--- src/rtl/mram_bus_interface.sv ---
// Serial host to parallel MRAM bridge: shifts in address/data frames, drives MRAM writes and streams read data back MSB first.
// Optional build macro MRAM_WAIT_STATE_EN adds one wait cycle between load and sampling the MRAM read bus.
module mram_bus_interface (
    input  logic        clk_i,
    input  logic        rst_ni,
    input  logic        read_write_sel_i,
    input  logic        serial_data_in_i,
    input  logic        serial_addr_in_i,
    input  logic        data_en_i,
    input  logic        addr_en_i,
    input  logic        send_data_i,
    input  logic        load_i,
    input  logic        data_in_from_mram_en_i,
    input  logic [15:0] mram_dq_in_i,
    output logic [19:0] mram_addr_o,
    output logic [15:0] mram_dq_out_o,
    output logic        mram_dq_oe_o,
    output logic        serial_data_out_o,
    output logic        busy_o,
    output logic        frame_err_o
);

    typedef enum logic [2:0] {
        IDLE      = 3'd0,
        SHIFT_IN  = 3'd1,
        DRIVE_WR  = 3'd2,
        ADDR_OUT  = 3'd3,
        CAPTURE   = 3'd4,
        SHIFT_OUT = 3'd5
    } state_e;

    localparam logic [4:0] DATA_BITS = 5'd16;
    localparam logic [4:0] ADDR_BITS = 5'd20;
    localparam logic [4:0] CNT_MAX   = 5'd31;
    localparam logic [4:0] LAST_BIT  = 5'd15;

    state_e      state_q, state_d;
    logic [15:0] data_sr_q, data_sr_d;
    logic [19:0] addr_sr_q, addr_sr_d;
    logic [4:0]  dcnt_q, dcnt_d;
    logic [4:0]  acnt_q, acnt_d;
    logic [4:0]  ocnt_q, ocnt_d;
    logic [15:0] rd_sr_q, rd_sr_d;
    logic [19:0] mram_addr_q, mram_addr_d;
    logic [15:0] dq_out_q, dq_out_d;
    logic        oe_q, oe_d;
    logic        sout_q, sout_d;
    logic        busy_q, busy_d;
    logic        ferr_q, ferr_d;
    logic        wait_q, wait_d;
    logic        rw_q;
    logic        shift_ok_s;
    logic        rw_change_s;
    logic        clr_cnt_s;

    // Next-state logic for the frame FSM, shift registers, counters and outputs
    always_comb begin
        state_d     = state_q;
        data_sr_d   = data_sr_q;
        addr_sr_d   = addr_sr_q;
        dcnt_d      = dcnt_q;
        acnt_d      = acnt_q;
        ocnt_d      = ocnt_q;
        rd_sr_d     = rd_sr_q;
        mram_addr_d = mram_addr_q;
        dq_out_d    = dq_out_q;
        sout_d      = sout_q;
        ferr_d      = ferr_q;
        wait_d      = wait_q;
        clr_cnt_s   = 1'b0;
        shift_ok_s  = (state_q == IDLE) || (state_q == SHIFT_IN);
        rw_change_s = (read_write_sel_i != rw_q);

        case (state_q)
            IDLE: begin
                sout_d = 1'b0;
                ocnt_d = 5'd0;
                wait_d = 1'b0;
                if (data_en_i || addr_en_i) begin
                    state_d = SHIFT_IN;
                end else begin
                    state_d = IDLE;
                end
            end
            SHIFT_IN: begin
                if (send_data_i && read_write_sel_i) begin
                    if ((dcnt_q == DATA_BITS) && (acnt_q == ADDR_BITS)) begin
                        mram_addr_d = addr_sr_q;
                        dq_out_d    = data_sr_q;
                        state_d     = DRIVE_WR;
                    end else begin
                        ferr_d    = 1'b1;
                        clr_cnt_s = 1'b1;
                        state_d   = IDLE;
                    end
                end else if (send_data_i && !load_i) begin
                    if (acnt_q == ADDR_BITS) begin
                        mram_addr_d = addr_sr_q;
                        state_d     = ADDR_OUT;
                    end else begin
                        ferr_d    = 1'b1;
                        clr_cnt_s = 1'b1;
                        state_d   = IDLE;
                    end
                end else begin
                    state_d = SHIFT_IN;
                end
            end
            DRIVE_WR: begin
                clr_cnt_s = 1'b1;
                state_d   = IDLE;
            end
            ADDR_OUT: begin
                if (rw_change_s) begin
                    clr_cnt_s = 1'b1;
                    state_d   = IDLE;
                end else if (load_i) begin
`ifdef MRAM_WAIT_STATE_EN
                    wait_d  = 1'b1;
`else
                    rd_sr_d = mram_dq_in_i;
`endif
                    state_d = CAPTURE;
                end else begin
                    state_d = ADDR_OUT;
                end
            end
            CAPTURE, SHIFT_OUT: begin
                if (rw_change_s || !data_in_from_mram_en_i) begin
                    sout_d    = 1'b0;
                    clr_cnt_s = 1'b1;
                    state_d   = IDLE;
                end else if (wait_q) begin
                    // Delayed capture: the MRAM bus settles one cycle after load
                    rd_sr_d = mram_dq_in_i;
                    wait_d  = 1'b0;
                end else if (send_data_i && !load_i) begin
                    sout_d  = rd_sr_q[15];
                    rd_sr_d = {rd_sr_q[14:0], 1'b0};
                    ocnt_d  = ocnt_q + 5'd1;
                    if (ocnt_q == LAST_BIT) begin
                        clr_cnt_s = 1'b1;
                        state_d   = IDLE;
                    end else begin
                        state_d = SHIFT_OUT;
                    end
                end else begin
                    state_d = state_q;
                end
            end
            default: begin
                clr_cnt_s = 1'b1;
                state_d   = IDLE;
            end
        endcase

        if (shift_ok_s && data_en_i) begin
            data_sr_d = {data_sr_q[14:0], serial_data_in_i};
            dcnt_d    = (dcnt_q == CNT_MAX) ? CNT_MAX : dcnt_q + 5'd1;
        end else begin
            data_sr_d = data_sr_d;
        end

        if (shift_ok_s && addr_en_i) begin
            addr_sr_d = {addr_sr_q[18:0], serial_addr_in_i};
            acnt_d    = (acnt_q == CNT_MAX) ? CNT_MAX : acnt_q + 5'd1;
        end else begin
            addr_sr_d = addr_sr_d;
        end

        if (clr_cnt_s) begin
            dcnt_d = 5'd0;
            acnt_d = 5'd0;
        end else begin
            dcnt_d = dcnt_d;
        end

        oe_d   = (state_d == DRIVE_WR);
        busy_d = (state_d != IDLE);
    end

    // State and datapath registers with asynchronous active-low reset
    always_ff @(posedge clk_i or negedge rst_ni) begin
        if (!rst_ni) begin
            state_q     <= IDLE;
            data_sr_q   <= 16'd0;
            addr_sr_q   <= 20'd0;
            dcnt_q      <= 5'd0;
            acnt_q      <= 5'd0;
            ocnt_q      <= 5'd0;
            rd_sr_q     <= 16'd0;
            mram_addr_q <= 20'd0;
            dq_out_q    <= 16'd0;
            oe_q        <= 1'b0;
            sout_q      <= 1'b0;
            busy_q      <= 1'b0;
            ferr_q      <= 1'b0;
            wait_q      <= 1'b0;
            rw_q        <= 1'b0;
        end else begin
            state_q     <= state_d;
            data_sr_q   <= data_sr_d;
            addr_sr_q   <= addr_sr_d;
            dcnt_q      <= dcnt_d;
            acnt_q      <= acnt_d;
            ocnt_q      <= ocnt_d;
            rd_sr_q     <= rd_sr_d;
            mram_addr_q <= mram_addr_d;
            dq_out_q    <= dq_out_d;
            oe_q        <= oe_d;
            sout_q      <= sout_d;
            busy_q      <= busy_d;
            ferr_q      <= ferr_d;
            wait_q      <= wait_d;
            rw_q        <= read_write_sel_i;
        end
    end

    assign mram_addr_o       = mram_addr_q;
    assign mram_dq_out_o     = dq_out_q;
    assign mram_dq_oe_o      = oe_q;
    assign serial_data_out_o = sout_q;
    assign busy_o            = busy_q;
    assign frame_err_o       = ferr_q;

endmodule

--- config.mk ---
export PLATFORM = sky130hd
export DESIGN_NAME = mram_bus_interface
export DESIGN_NICKNAME = d
export VERILOG_FILES = /design/src/rtl/mram_bus_interface.sv
export SDC_FILE = /design/constraint.sdc
export NUM_CORES = 1
export LEC_CHECK = 0
export BUFFER_PORTS_ARGS = -buffer_cell sky130_fd_sc_hd__clkbuf_2
export CAP_MARGIN = 30
export CORE_ASPECT_RATIO = 1.5
export CORE_MARGIN = 2
export CORE_UTILIZATION = 43
export DETAILED_ROUTE_END_ITERATION = 7
export GPL_TIMING_DRIVEN = 0
export PLACE_DENSITY = 0.74
export SLEW_MARGIN = 20
export SYNTH_ARGS = -nofsm -noshare
export SYNTH_HDL_FRONTEND = slang
export SYNTH_SLANG_ARGS = --single-unit
--- constraint.sdc ---
create_clock -name clk_i -period 4.4 [get_ports clk_i]
set_input_delay 0.66 -clock clk_i [delete_from_list [all_inputs] [get_ports clk_i]]
set_output_delay 0.66 -clock clk_i [all_outputs]
set_load 0.01 [all_outputs]
### Word-level counts from Yosys, hierarchy flattened

Index checks and enable logic that the tools add are counted.

* bits in registers: 112
* bits of input ports: 26
* output and inout bits: 40

* add/sub/neg operators: 3
* equality and inequality tests: 22
* mux-type cells: 52
* reduce and logical (&&, ||, !) cells: 26

Operators by type and width (number)
* two-way mux 16 bit: 5
* two-way mux 20 bit: 4
* two-way mux 5 bit: 9
* case mux 16 bit (2 select lines): 1
* two-way mux 3 bit: 8
* equality test 5 bit (second input constant): 4
* two-way mux 1 bit: 18
* adder 5 x 1 -> 5 bit (second input constant): 3
* inequality test 2 bit (second input constant): 7
* case mux 3 bit (4 select lines): 1
* AND reduction 4 bit: 3
* nonzero test 2 bit: 6
* case mux 5 bit (2 select lines): 1
* inequality test 3 bit (second input constant): 3
* equality test 3 x 2 -> 1 bit (second input constant): 2
* equality test 3 bit (second input constant): 2
* AND reduction 3 bit: 2
* equality test 5 x 4 -> 1 bit (second input constant): 1
* logical AND 1 bit: 5
* AND reduction 5 bit: 1
* two-way mux 2 bit: 2
* case mux 1 bit (2 select lines): 2
* case mux 1 bit (4 select lines): 1
* equality test 3 x 1 -> 1 bit (second input constant): 1
* other kinds (8): 11

### Depth between registers and ports, before layout

* depth in word-level cells: 7
* depth in mapped cells: 8
* mapped depth without buffers: 7

### Least setup slack after synthesis

Ideal clock, no wire load.

* kind: input -> register
* from: in read_write_sel_i
* to: reg busy_q (netlist: busy_o)
* setup time: 0.139 ns
* arrival: 1.947 ns
* data required time: 4.261 ns
* path slack: 2.314 ns
* stages on the path: 5
* path buffers: 1
* path through: clkbuf_2 > xor2_1 > nor4b_1 > a211o_1 > or4_1

* word-level cells in the longest chain between the ends: 5
* elaborated cells on any way between the ends: 8

Ends and longest elaborated chain
* from (decl): line 6 `input logic read_write_sel_i,`
* inequality test 1 bit: line 72 `rw_change_s = (read_write_sel_i != rw_q);`
* logical OR 1 bit: line 129 `if (rw_change_s || !data_in_from_mram_en_i) begin`
* two-way mux 3 bit: line 129
* case mux 3 bit (4 select lines) *: line 74 `case (state_q)`
* nonzero test 3 bit *: line 179 `busy_d = (state_d != IDLE);`
* via busy_d: line 48 `logic busy_q, busy_d;`
* to (signal assigned): line 212 `busy_q <= busy_d;`
* to (decl): line 48

The timed path passes the listed nets; every way through them passes the cells marked *.
A chain may end at the register's enable or synchronous reset.

### Final worst setup path

* from: reg acnt_q[0]
* to: reg dq_out_q[13] (netlist: mram_dq_out_o[13])

* word-level cells in the longest chain between the ends: 3

Ends and longest elaborated chain
* from (decl): line 41 `logic [4:0] acnt_q, acnt_d;`
* from (signal assigned): line 205 `acnt_q <= acnt_d;`
* equality test 5 bit: line 87 `if ((dcnt_q == DATA_BITS) && (acnt_q == ADDR_BITS)) begin`
* logical AND 1 bit: line 87
* AND reduction 3 bit (no source line)
* to (signal assigned): line 209 `dq_out_q <= dq_out_d;`
* to (decl): line 45 `logic [15:0] dq_out_q, dq_out_d;`

No other way between the ends.

==> metrics.txt <==
layout net count=485; core area=10,900 um^2; post-synth cell types=49; port bufs=64; initial DRC count=121; critical path peak fanout=10; post-DP HPWL=6310 um; Initial Utilization=43.5%; Synth area leaders=dfrtp_1, mux2_2, nand2_1; H-tree lvl count=3; Synth top area share=58.4%; TritonCTS clock tree=done; Die Footprint=11,900 um^2; P&R area growth vs syn=17.3%; synth warn=0; Worst setup EP type=register; routed length per instance=14.6 um; flops & latches, synth=111; sequential fraction of the synthesis area=58.4%; vias in the first global route=3,242; status=completed; postcts setup bufs=0; root buffer selected by CTS=clkbuf_16; post-route ant nets=0; Min-Delay Path Class=primary input to async pin; Total GRT Usage=15.4%; drt pass-1 iters=4; pwr/cell area=430 nW/um^2; remaining global-route overflow=0; Sink Count=111; cell taking the most area after synthesis=dfrtp_1; final hold viol count=0; Resize count post-CTS=0; Arr. time, crit path=2.48 ns; Worst setup SP type=register; Power, Total=2400 uW; RSZ-0062 raised after global routing=no; Via density=5.10; Mapped Area=4760 um^2; max capacitance violation total=0; CTS buffer count=9; Clock transition at path regs=0.07 ns; Die Height=133 um; Filler cells=1,011; max-slew violations=0; initial antenna violation count=0; first-pass GRT wire length=14,900 um; dominant synthesized flop cell=dfrtp_1; final wirelength=8810 um; Die Wd=89.9 um; largest net degree at the start of global routing=57; async set or reset register ratio after synthesis=100%; number of synthesized flops with an enable pin=0; Placer Congestion=0.816; Design Area, Final=5580 um^2; Worst-Margin Slew=0.658 ns; average size of a mapped cell=12.7 um^2; CTS Buffer Depth=2; commonest cells in the synthesized netlist=dfrtp_1, mux2_2, nand2_1; Final min period=2.25 ns; VDD IR max=0.000254 V; top-count cell post-synth=dfrtp_1; relative slew slack=55.9%; Worst Clk Skew=0.00862 ns; DR DRC count=0; Via Count=3,084; Final setup viols=0; P_leak=0.00281 uW; Gate Count Post-Synth=376; # hold bufs at CTS=0; antenna cells=0; Clock Latency Late Sink=0.34 ns; crit share post-route=51.2%; Net Count, Synth=408; required time of the critical path=4.63 ns; crit path kind=register to register; Max Clk Rate=444 MHz; setup TNS=0 ns; share of layout cells above drive strength 1=39.5%; Ports=66; Area after DPL=5300 um^2; row count=47
logic make-up after synthesis:
kind of cell | share of synthesized area (%)
adder cells (fa/ha/maj) | 1.58
buffers and inverters | 2.94
AND/OR/NAND/NOR | 11.4
multiplexers | 21.4
XOR/XNOR | 0.368
flip-flops | 58.4
AO/OA/AOI/OAI | 3.89
cell type report:
cell class              count  area [um^2]  area share (%)
clock inverters             5         32.5           0.583
multi-input cells         235         1840            33.0
repair buffers             66          364            6.52
plain buffers              20          103            1.84
clock buffers              11          243            4.35
well taps                 147          184            3.30
flip-flops and latches    111         2780            49.8
inverters                  10         37.5           0.672
layout by cell type, fill, tap and decap left out, drive strengths merged, types with 4 or more instances in the layout:
cell type,Yosys,final
nor2,5,5
and3,4,4
dfrtp,111,111
nand2,54,54
nand3,10,10
mux2i,4,4
nand4,5,5
nor4,4,4
clkinv,0,4
o21ai,7,7
mux2,87,87
a21oi,9,9
clkbuf,10,86
buf,10,11
ha,6,6
inv,10,11
nor3,6,6
worst paths after layout:
path / startpoint / end / slack (ns) / cells past startpoint
min in group clk_i: read_write_sel_i / rw_q / 0.43 / 1
min: rst_ni / ocnt_q[3] / 0.26 / 1
max in group asynchronous: rst_ni / data_sr_q[3] / 3.51 / 2
max: acnt_q[0] / mram_dq_out_o[13] / 2.15 / 6
min reg2reg: frame_err_o / frame_err_o / 0.47 / 1
max reg2reg: acnt_q[0] / mram_dq_out_o[13] / 2.15 / 6
layer usage:
| layer | track usage, % | vias to the layer above | wire [um] |
|---|---|---|---|
| li1 | - | 1474 | - |
| met1 | 17.6 | 1546 | 3590 |
| met2 | 28.1 | 56 | 4740 |
| met3 | 3.93 | 8 | 357 |
| met4 | 5.30 | 0 | 120 |
| met5 | 0 | - | 0 |
flip-flops by register name, indices dropped and copies added (netlist names):
signal and cells:
serial_data_out_o 1, mram_dq_oe_o 1, mram_addr_o 20, frame_err_o 1
mram_dq_out_o 16, data_sr_q 16, dcnt_q 5, addr_sr_q 20
busy_o 1, acnt_q 5, ocnt_q 5, rd_sr_q 16
rw_q 1, state_q 3
critical path: stages, from the launching register on:
cell and delay (ns):
dfrtp_1 0.42, inv_1 0.08, ha_1 0.15, nand4b_1 0.22, nor4_4 0.67, buf_6 0.24
mux2_2 0.34
metrics by stage:
stage	std cells	utilization [%]	worst slack, ns	hold WS (ns)
detailed placement	588	48.4	1.92	0.462
finish	605	51.0	2.15	0.263
CTS	604	51.0	2.10	0.274
floorplan	376	-	2.31	0.364
global route	605	51.0	2.01	0.292
global placement	587	48.1	1.18	0.458
power by group:
group	internal [uW]	switching, uW
Sequential	1190	131
Combinational	180	142
Clock	400	359
(Power assumes the default switching activity.)
